File: config.mk
export PLATFORM = sky130hd
export DESIGN_NAME = serial_adder_ctrl
export DESIGN_NICKNAME = d
export VERILOG_FILES = /design/src/rtl/adder_pkg.sv /design/src/rtl/fa_cell.sv /design/src/rtl/halfadder.sv /design/src/rtl/serial_adder_ctrl.sv
export SDC_FILE = /design/constraint.sdc
export NUM_CORES = 1
export LEC_CHECK = 0
export ABC_CLOCK_PERIOD_IN_PS = 1440
export BUFFER_PORTS_ARGS = -buffer_cell sky130_fd_sc_hd__buf_2
export CAP_MARGIN = 20
export CORE_MARGIN = 3
export CORE_UTILIZATION = 34
export CTS_CLUSTER_SIZE = 24
export DETAILED_ROUTE_END_ITERATION = 10
export GPL_TIMING_DRIVEN = 1
export PLACE_DENSITY_LB_ADDON = 0.2
export SLEW_MARGIN = 5
export SYNTH_ARGS = -nofsm -noshare
export SYNTH_HDL_FRONTEND = slang
export SYNTH_SLANG_ARGS = --single-unit
File: constraint.sdc
create_clock -name clk -period 1.44 [get_ports clk]
set_input_delay 0.072 -clock clk [delete_from_list [all_inputs] [get_ports clk]]
set_output_delay 0.072 -clock clk [all_outputs]
set_load 0.005 [all_outputs]
File: src/rtl/adder_pkg.sv
// adder_pkg: shared state encoding and default width for the bit-serial adder.
package adder_pkg;
   localparam int DEF_WIDTH = 8;
   typedef enum logic [1:0] {IDLE, SHIFT, FIN} state_t;
endpackage

File: src/rtl/fa_cell.sv
// fa_cell: combinational 1-bit full adder built from two half adders.
//   a, b : operand bits
//   cin  : carry in
//   sum  : sum bit
//   cout : carry out (OR of both half-adder carries; they are never both set)
module fa_cell (
   input  logic a,
   input  logic b,
   input  logic cin,
   output logic sum,
   output logic cout
);
   logic s0, c0, c1;
   halfadder h0 (.a(a),  .b(b),   .s(s0),  .c(c0));
   halfadder h1 (.a(s0), .b(cin), .s(sum), .c(c1));
   assign cout = c0 | c1;
endmodule

File: src/rtl/halfadder.sv
// halfadder: combinational 1-bit half adder.
//   a, b : addend bits
//   s    : sum bit (a ^ b)
//   c    : carry bit (a & b)
module halfadder (
   input  logic a,
   input  logic b,
   output logic s,
   output logic c
);
   assign s = a ^ b;
   assign c = a & b;
endmodule

File: src/rtl/serial_adder_ctrl.sv
// serial_adder_ctrl: bit-serial WIDTH-bit adder, one full-adder cell reused LSB first.
//   clk, rst_n : rising-edge clock, asynchronous active-low reset
//   start      : request, accepted whenever not busy (IDLE or FIN)
//   a, b       : operands, captured on the accepted start edge
//   busy       : high while bits are being processed
//   done       : one-cycle pulse when sum/carry become valid
//   sum, carry : {carry,sum} = a + b, held until the next result is produced
module serial_adder_ctrl
   import adder_pkg::*;
#(
   parameter int WIDTH = DEF_WIDTH,
   localparam int CNT_W = $clog2(WIDTH + 1)
) (
   input  logic             clk,
   input  logic             rst_n,
   input  logic             start,
   input  logic [WIDTH-1:0] a,
   input  logic [WIDTH-1:0] b,
   output logic             busy,
   output logic             done,
   output logic [WIDTH-1:0] sum,
   output logic             carry
);
   state_t st, nx;
   logic [WIDTH-1:0] a_sr, b_sr, sum_sr;
   logic [CNT_W-1:0] cnt;
   logic cf, cs, cc, last, accept;

   fa_cell u_fa (.a(a_sr[0]), .b(b_sr[0]), .cin(cf), .sum(cs), .cout(cc));

   assign busy   = st == SHIFT;
   assign done   = st == FIN;
   assign last   = cnt == CNT_W'(WIDTH - 1);
   // FIN accepts start too, giving back-to-back adds with no idle gap
   assign accept = start && !busy;

   always_ff @(posedge clk or negedge rst_n)
      if (!rst_n) st <= IDLE;
      else        st <= nx;

   always_comb begin
      nx = st;
      case (st)
         IDLE:    nx = start ? SHIFT : IDLE;
         SHIFT:   nx = last ? FIN : SHIFT;
         FIN:     nx = start ? SHIFT : IDLE;
         default: nx = IDLE;
      endcase
   end

   always_ff @(posedge clk or negedge rst_n)
      if (!rst_n) begin
         a_sr   <= '0;
         b_sr   <= '0;
         sum_sr <= '0;
         cf     <= 1'b0;
         cnt    <= '0;
         sum    <= '0;
         carry  <= 1'b0;
      end else if (accept) begin
         a_sr <= a;
         b_sr <= b;
         cf   <= 1'b0;
         cnt  <= '0;
      end else if (busy) begin
         a_sr   <= a_sr >> 1;
         b_sr   <= b_sr >> 1;
         sum_sr <= {cs, sum_sr[WIDTH-1:1]};
         cf     <= cc;
         cnt    <= cnt + 1'b1;
         // the final bit goes straight into the result so it is valid in FIN
         if (last) begin
            sum   <= {cs, sum_sr[WIDTH-1:1]};
            carry <= cc;
         end
      end
endmodule

==> summary.md, run 1 <==
| Metric | Value |
|---|---|
| Clk sinks | 39 |
| R2R setup slack | around 33 ps |
| WL per Instance | 13.1 µm |
| Largest net degree at the start of global routing | 40 |
| Core area | 4500 µm² |
| Filler Cell Count | about 440 |
| Power Density | 2100 nW/µm² |
| Min-delay worst type | input port to flop |
| Sequential share of power | 0.422 |
| Post-synthesis adder-cell area fraction | 0.0197 |
| Via density | 4.86 |
| Top cells by area, synth | dfrtp_1, mux2i_1, nand2_1, mux2_2, o21ai_0 |
| DRC Markers | 0 |
| Int Pwr | 0.00302 W |
| CP Depth | 5 |
| Ys Warns | 0 |
| Post-synth EDFFs | 0 |
| P_sw | 0.00139 W |
| Syn Inst Count | around 150 |
| Crit Path Class | flop to flop |
| Comb pwr share | 0.341 |
| Top-count cell post-synth | nand2_1 |
| Clk buf depth | 2 |
| Final Util | 0.465 |
| Routed Antenna Nets | 0 |
| Final period util | 0.977 |
| Distinct cells, synth | 18 |
| CP Cell Sequence | ha_4 > nand2_4 > nor3_4 > buf_12 > mux2_2 |
| Final estimated routing congestion in global placement | 0.727 |
| FF-to-FF path depth | 5 |
| Fraction of synthesized area in multiplexers | 0.172 |
| Root Driver | clkbuf_8 |
| Die area | approximately 5700 µm² |
| Worst slew margin | 0.670 |
| Capture point of the critical path | carry |
| Final setup viols | 0 |
| Clk slew on worst S/H paths | 80 ps |
| Hpwl dp | 2150 µm |
| Nets | 206 |
| Iteration-0 DRC Markers | 63 |
| Mean Syn Cell Area | 11.2 µm² |
| Reg2Reg Launch Point | cnt[0] |
| Vias in the first global route | 1172 |
| Row count | 24 |
| Worst setup path start | cnt[0] |
| Top FF cell, synth | dfrtp_1 |
| Initial antenna violation count | 0 |
| Main combinational cell family by area after synthesis | multiplexers |
| Max cap viols | 0 |
| Crit. End Element | flop |
| Seq/Total Area, Yosys | 0.592 |
| Max Slew Vio Count | 0 |
| Critical path fanouts, max | 10 |
| Pin slew with the least headroom to its limit | between 400 and 500 ps |
| Post-Synthesis Cell Area | 1650 µm² |
| Yosys reg bits | 39 |
| Initial core utilization | 0.366 |
| Syn_nets | 168 |
| Status | complete, no violations |
| Clk_skew | just under 8 ps |
| Tmin final | 1410 ps |
| Compound-Gate Fraction of Synth Area | 0.0607 |
| Ratio of cells with drive above 1 in the final layout | 0.317 |
| Ant diodes | 0 |
| CP max stage cell | dfrtp_1 |
| LEAKAGE | 1.03 nW |
| Worst endpoint data arrival time | 1570 ps |
| DR vias | 1156 |
| Max Fclk | 711 MHz |
| Yosys top cell by area | dfrtp_1 |
| TNS Setup | 0 ps |
| R2R Path End | carry |
| Slowest cell delay on critical path | 390 ps |
| Clock network fraction of total power | 0.237 |
| Pre-Repair DR Iteration Count | 4 |
| Buf+Inv Stages, Crit Path | 1 |
| DRT Wirelength | 3110 µm |
| Die Span Y | 75.6 µm |
| Die width | 75.6 µm |
| Worst-Skew Late Latency | 280 ps |
| TritonCTS clock tree | built |
| Synth top area share | 0.592 |
| Peak VDD IR | 0.696 mV |
| Global-route wire length before repair | around 5300 µm |
| Io pins | 30 |
| Ys async rst share | 1.00 |
| Global route overflow | 0 |
| Tot GR Track Use | 0.123 |
| Port-buffer cells | 29 |
| Most frequent cells after synthesis | nand2_1, dfrtp_1, o21ai_0 |
| Switching Fraction | 0.315 |
| CP required | 1600 ps |
| Inserted Clock Buffers | 5 |
| H-tree depth | 2 |
| CP top delay family | flip-flops |
| Hold Fails Final Rpt | 0 |
| Post-synthesis xor/xnor area fraction | 0.00532 |
| CP startpoint kind | flop |
| Post-Synth Simple-Gate Area | 0.126 |
| Area delta synth->final | 27.1% |
| RSZ-0062 raised after global routing | yes |
## placed cells by master (no fill, tap or decap)
cell type / synthesis / routed
nand2b_4: 0 / 1
buf_4: 1 / 4
nand2_1: 41 / 40
nand2_4: 0 / 1
fa_1: 1 / 1
clkbuf_1: 4 / 1
buf_12: 0 / 2
ha_4: 0 / 1
mux2_2: 10 / 9
mux2i_1: 17 / 17
xor2_1: 1 / 1
buf_8: 0 / 1
mux2_4: 0 / 1
buf_2: 2 / 29
nor2_1: 2 / 2
nand3_1: 3 / 3
buf_6: 0 / 1
inv_1: 1 / 1
clkbuf_8: 0 / 5
o21ai_0: 20 / 20
dfrtp_1: 39 / 39
dlygate4sd3_1: 0 / 1
clkinv_2: 0 / 1
bufinv_16: 0 / 2
nor3_4: 1 / 1
nor2b_1: 1 / 1
## cell families after synthesis
| logic type | count (synthesis) |
|---|---|
| buf+inv | 9 |
| xor+xnor | 1 |
| flops | 39 |
| fa+ha+maj | 2 |
| compound gates | 20 |
| mux | 27 |
| simple gates | 49 |
## worst min path at each step
stage | slack, ps | depth (start not counted) | to | start
after floorplan | -220 | 0 | a_sr[0] | rst_n
after global placement | 150 | 2 | b_sr[3] | rst_n
after detailed placement | 150 | 2 | b_sr[4] | rst_n
after CTS | 30 | 3 | b_sr[7] | b[7]
after global routing | 60 | 3 | b_sr[7] | b[7]
final | 40 | 3 | b_sr[7] | b[7]
## power by group through the flow
stage                     Sequential [W]  Combinational [W]  Clock (W)
after floorplan                  0.00182           0.000844          0
after global placement           0.00185            0.00133          0
after detailed placement         0.00187            0.00140          0
after CTS                        0.00184            0.00144    0.00108
after global routing             0.00193            0.00170    0.00114
final                            0.00186            0.00150    0.00104
## cell type report
class                   count  area [µm²]  area share
clock buffers               6        72.6      0.0346
repair buffers             38         251       0.120
flip-flops and latches     39         976       0.466
well taps                  52        65.1      0.0311
clock inverters             2        60.1      0.0287
inverters                   2        8.76     0.00418
multi-input cells          99         661       0.315
## timing repair
| action | 4_1_cts | 5_1_grt |
|---|---|---|
| hold buffers | 1 | 0 |
| setup endpoints to repair | 5 | 10 |
| setup buffers | 1 | 1 |
| gates resized for setup | 3 | 7 |
| pin swaps | 0 | 1 |
| hold endpoints to repair | 39 | 0 |
## through the flow
stage | power (W) | std cells | hold WS, ps | area, µm² | setup WS [ps]
floorplan | 0.00267 | 147 | -224 | 1650 | 21.0
global placement | 0.00317 | 227 | 147 | 1900 | 59.8
detailed placement | 0.00326 | 227 | 155 | 1900 | 3.94
CTS | 0.00437 | 237 | 34.2 | 2050 | 1.43
global route | 0.00477 | 238 | 63.6 | 2090 | -34.0
finish | 0.00441 | 238 | 40.3 | 2090 | 33.2
## worst register-to-register path, delay by kind of cell, from the launching register on
kind | cells | cell delay (ps)
DFF | 1 | 390
muxes | 1 | 330
and+or+nand+nor | 2 | 240
adders and majority gates | 1 | 170
buffers and inverters | 1 | 160
## flip-flops by register name (all words and copies together) (netlist names)
signal and cells:
a_sr 8, b_sr 8, carry 1, cf 1, cnt 4, st 2, sum 8, sum_sr 7
## layer usage
metal  wire length, µm  track usage  up-vias
li1                  -            -      564
met1              1320        0.146      569
met2              1630        0.207       21
met3               126       0.0383        2
met4                36       0.0524        0
met5                 0            0        -
Note: power is estimated with default switching activity, not from simulation.
==> inputs of run 2 (changes only) <==
--- a/config.mk
+++ b/config.mk
@@ -8,6 +8,7 @@
 export ABC_CLOCK_PERIOD_IN_PS = 1440
 export BUFFER_PORTS_ARGS = -buffer_cell sky130_fd_sc_hd__buf_2
 export CAP_MARGIN = 20
+export CORE_ASPECT_RATIO = 0.7
 export CORE_MARGIN = 3
 export CORE_UTILIZATION = 34
 export CTS_CLUSTER_SIZE = 24
==> run 2 against run 1 <==
Against the previous run: sequential share of layout area down 0.50 points; utilization up 0.50 points; clock skew about the same; sequential power about the same; power down 3.1%; fmax up 2.5%; critical endpoint is now sum[2]; global-route usage up 0.41 points.
==> summary.md, run 2 (same netlist as run 1, synthesis figures left out) <==
| Metric | Value |
|---|---|
| Routed Antenna Nets | 0 (unchanged) |
| Met1 GRT Util | 0.168 (+0.0217) |
| Fin area | 2120 µm² (+1.1%) |
| Initial core utilization | 0.366 (unchanged) |
| Final setup viols | 0 (unchanged) |
| Overall power | 0.00427 W (-3.1%) |
| Switching Fraction | 0.332 (+0.0162) |
| Crit Path Class | flop to flop |
| FF-to-FF path depth | 5 (unchanged) |
| WL per Instance | 12.9 µm (-1.4%) |
| Sequential share of power | 0.438 (+0.016) |
| Die width | 89.2 µm (+18%) |
| Int Pwr | 0.00285 W (-5.4%) |
| Clk sinks | 39 (unchanged) |
| Clock network fraction of total power | 0.211 (-0.026) |
| Tmin final | 1370 ps (-35.0 ps) |
| Placed Area | 1930 µm² (+1.9%) |
| CP startpoint kind | flop |
| GRT Max-Usage Layer | met2 |
| Tot GR Track Use | 0.128 (+0.00407) |
| RSZ-0062 raised after global routing | yes |
| Die area | 5730 µm² (+0.24%) |
| Final estimated routing congestion in global placement | 0.730 (+0.40%) |
| H-tree depth | 2 (unchanged) |
| Hold Crit Start | a[7] |
| Worst-Skew Late Latency | 290 ps (about the same) |
| Io pins | 30 (unchanged) |
| Nets | 208 (+0.97%) |
| Ant diodes | 0 (unchanged) |
| Slowest cell delay on critical path | 400 ps (about the same) |
| Pre-Repair DR Iteration Count | 5 (+1) |
| Global-route wire length before repair | 5530 µm (+4.8%) |
| Max Slew Vio Count | 0 (unchanged) |
| Power Density | 2020 nW/µm² (-4.1%) |
| Largest net degree at the start of global routing | 40 (unchanged) |
| CP max stage cell | dfrtp_1 |
| R2R Path End | sum[2] |
| Initial antenna violation count | 0 (unchanged) |
| Hold depth | 3 (unchanged) |
| Final period util | 0.953 (-0.0243) |
| Worst slew margin | 0.657 (-0.0127) |
| Hold Path End | a_sr[7] |
| Min-delay worst type | input port to flop |
| Area delta synth->final | 28.5% |
| Register area | 976 µm² (unchanged) |
| Core area | 4500 µm² (unchanged) |
| Critical path fanouts, max | 10 (unchanged) |
| Biggest regs | a_sr x8, b_sr x8, sum x8 |
| Hold Fails Final Rpt | 0 (unchanged) |
| Clk slew on worst S/H paths | 80 ps (about the same) |
| Row count | 20 (-17%) |
| Filler Cell Count | 434 (-1.1%) |
| Pin slew with the least headroom to its limit | 514 ps (+19.1 ps) |
| TritonCTS clock tree | built |
| Most frequent cells in the layout | nand2_1, dfrtp_1, buf_2, o21ai_0, mux2i_1 |
| R2R setup slack | 70 ps (+30 ps) |
| Max cap viols | 0 (unchanged) |
| Port-buffer cells | 29 (unchanged) |
| Global route overflow | 0 (unchanged) |
| TNS Setup | 0 ps (unchanged) |
| LEAKAGE | 1.04 nW (+0.83%) |
| DRC Markers | 0 (unchanged) |
| DR vias | 1138 (-1.6%) |
| Post-Layout Cell Count | 243 (+2.1%) |
| Via density | 4.68 (-3.6%) |
| Max Fclk | 729 MHz (+2.5%) |
| Hpwl dp | 2120 µm (-1.5%) |
| Commonest non-fill, non-tap cell in the layout | nand2_1 |
| Status | complete, no violations |
| Met2 Resource Use GR | 0.189 (-0.0178) |
| Comb pwr share | 0.352 (+0.011) |
| CP Cell Sequence | ha_4 > nand2_4 > nor3_4 > buf_12 > mux2_2 |
| Fin worst setup slack | 68.2 ps (+35.0 ps) |
| Pre-CTS setup slack | -5.44 ps (-9.38 ps) |
| Worst endpoint data arrival time | 1550 ps (-20 ps) |
| Reg2Reg Launch Point | cnt[0] |
| Placed Instances | 231 (+1.8%) |
| Crit. End Element | flop |
| Die Span Y | 64.2 µm (-15%) |
| Area occupied by multi-input gates | 657 µm² (-0.57%) |
| Vias in the first global route | 1198 (+2.2%) |
| Iteration-0 DRC Markers | 75 (+19%) |
| CP required | 1620 ps (+20 ps) |
| Clk buf depth | 2 (unchanged) |
| Met3 Resource Use GR | 0.0387 (+0.000401) |
| Root Driver | clkbuf_8 |
| P_sw | 0.00142 W (+1.9%) |
| DRT Wirelength | 3130 µm (+0.71%) |
| Peak VDD IR | 0.651 mV (-6.5%) |
| Clk_skew | 8.41 ps (+0.474 ps) |
| Ratio of cells with drive above 1 in the final layout | 0.330 (+0.0126) |
| Inserted Clock Buffers | 5 (unchanged) |
==> run 2: final cells by class <==
cell class,count,area share
flip-flops and latches,39,0.461
multi-input cells,99,0.310
repair buffers,40,0.138
clock buffers,5,0.0325
well taps,55,0.0325
clock inverters,3,0.0207
inverters,2,0.00473
==> run 2: layer usage <==
layer,vias to the layer above,wire (µm)
met2,19,1460
met3,7,129
li1,570,-
met1,542,1490
met5,-,0
met4,0,54
==> run 2: worst max path at each step <==
stage / startpoint / slack (ps) / end
floorplan: cnt[0] / 20 / carry
global placement: cnt[1] / 60 / sum[4]
detailed placement: cnt[1] / -5 / sum[2]
CTS: st[0] / 4 / busy
global route: cnt[0] / -10 / sum[0]
finish: cnt[0] / 70 / sum[2]
==> run 2: timing repair <==
| action | in CTS | in global routing |
|---|---|---|
| endpoints found under the hold margin | 21 | 0 |
| buffers inserted | 1 | 2 |
| hold buffers | 1 | 0 |
| pin swaps | 0 | 0 |
| resized for setup | 4 | 6 |
| endpoints found under the setup margin | 10 | 10 |
==> run 2: power groups by stage <==
stage                     Clock, W  Sequential, W  Combinational, W
after floorplan                  0        0.00182          0.000844
after global placement           0        0.00185           0.00132
after detailed placement         0        0.00187           0.00137
after CTS                 0.000931        0.00185           0.00144
after global routing      0.000982        0.00194           0.00172
final                     0.000899        0.00187           0.00150
==> run 2: worst max-delay path: cells and delay by family (launching register included) <==
| kind | cells | cell delay (ps) |
|---|---|---|
| simple gates | 2 | 200 |
| fa+ha+maj | 1 | 170 |
| buf+inv | 1 | 150 |
| flops | 1 | 400 |
| mux | 1 | 330 |
==> run 2: through the flow <==
stage               hold slack (ps)  utilization
finish                         44.9        0.470
CTS                            32.6        0.460
floorplan                      -224            -
global route                   65.2        0.470
global placement               67.4        0.429
detailed placement             78.3        0.429
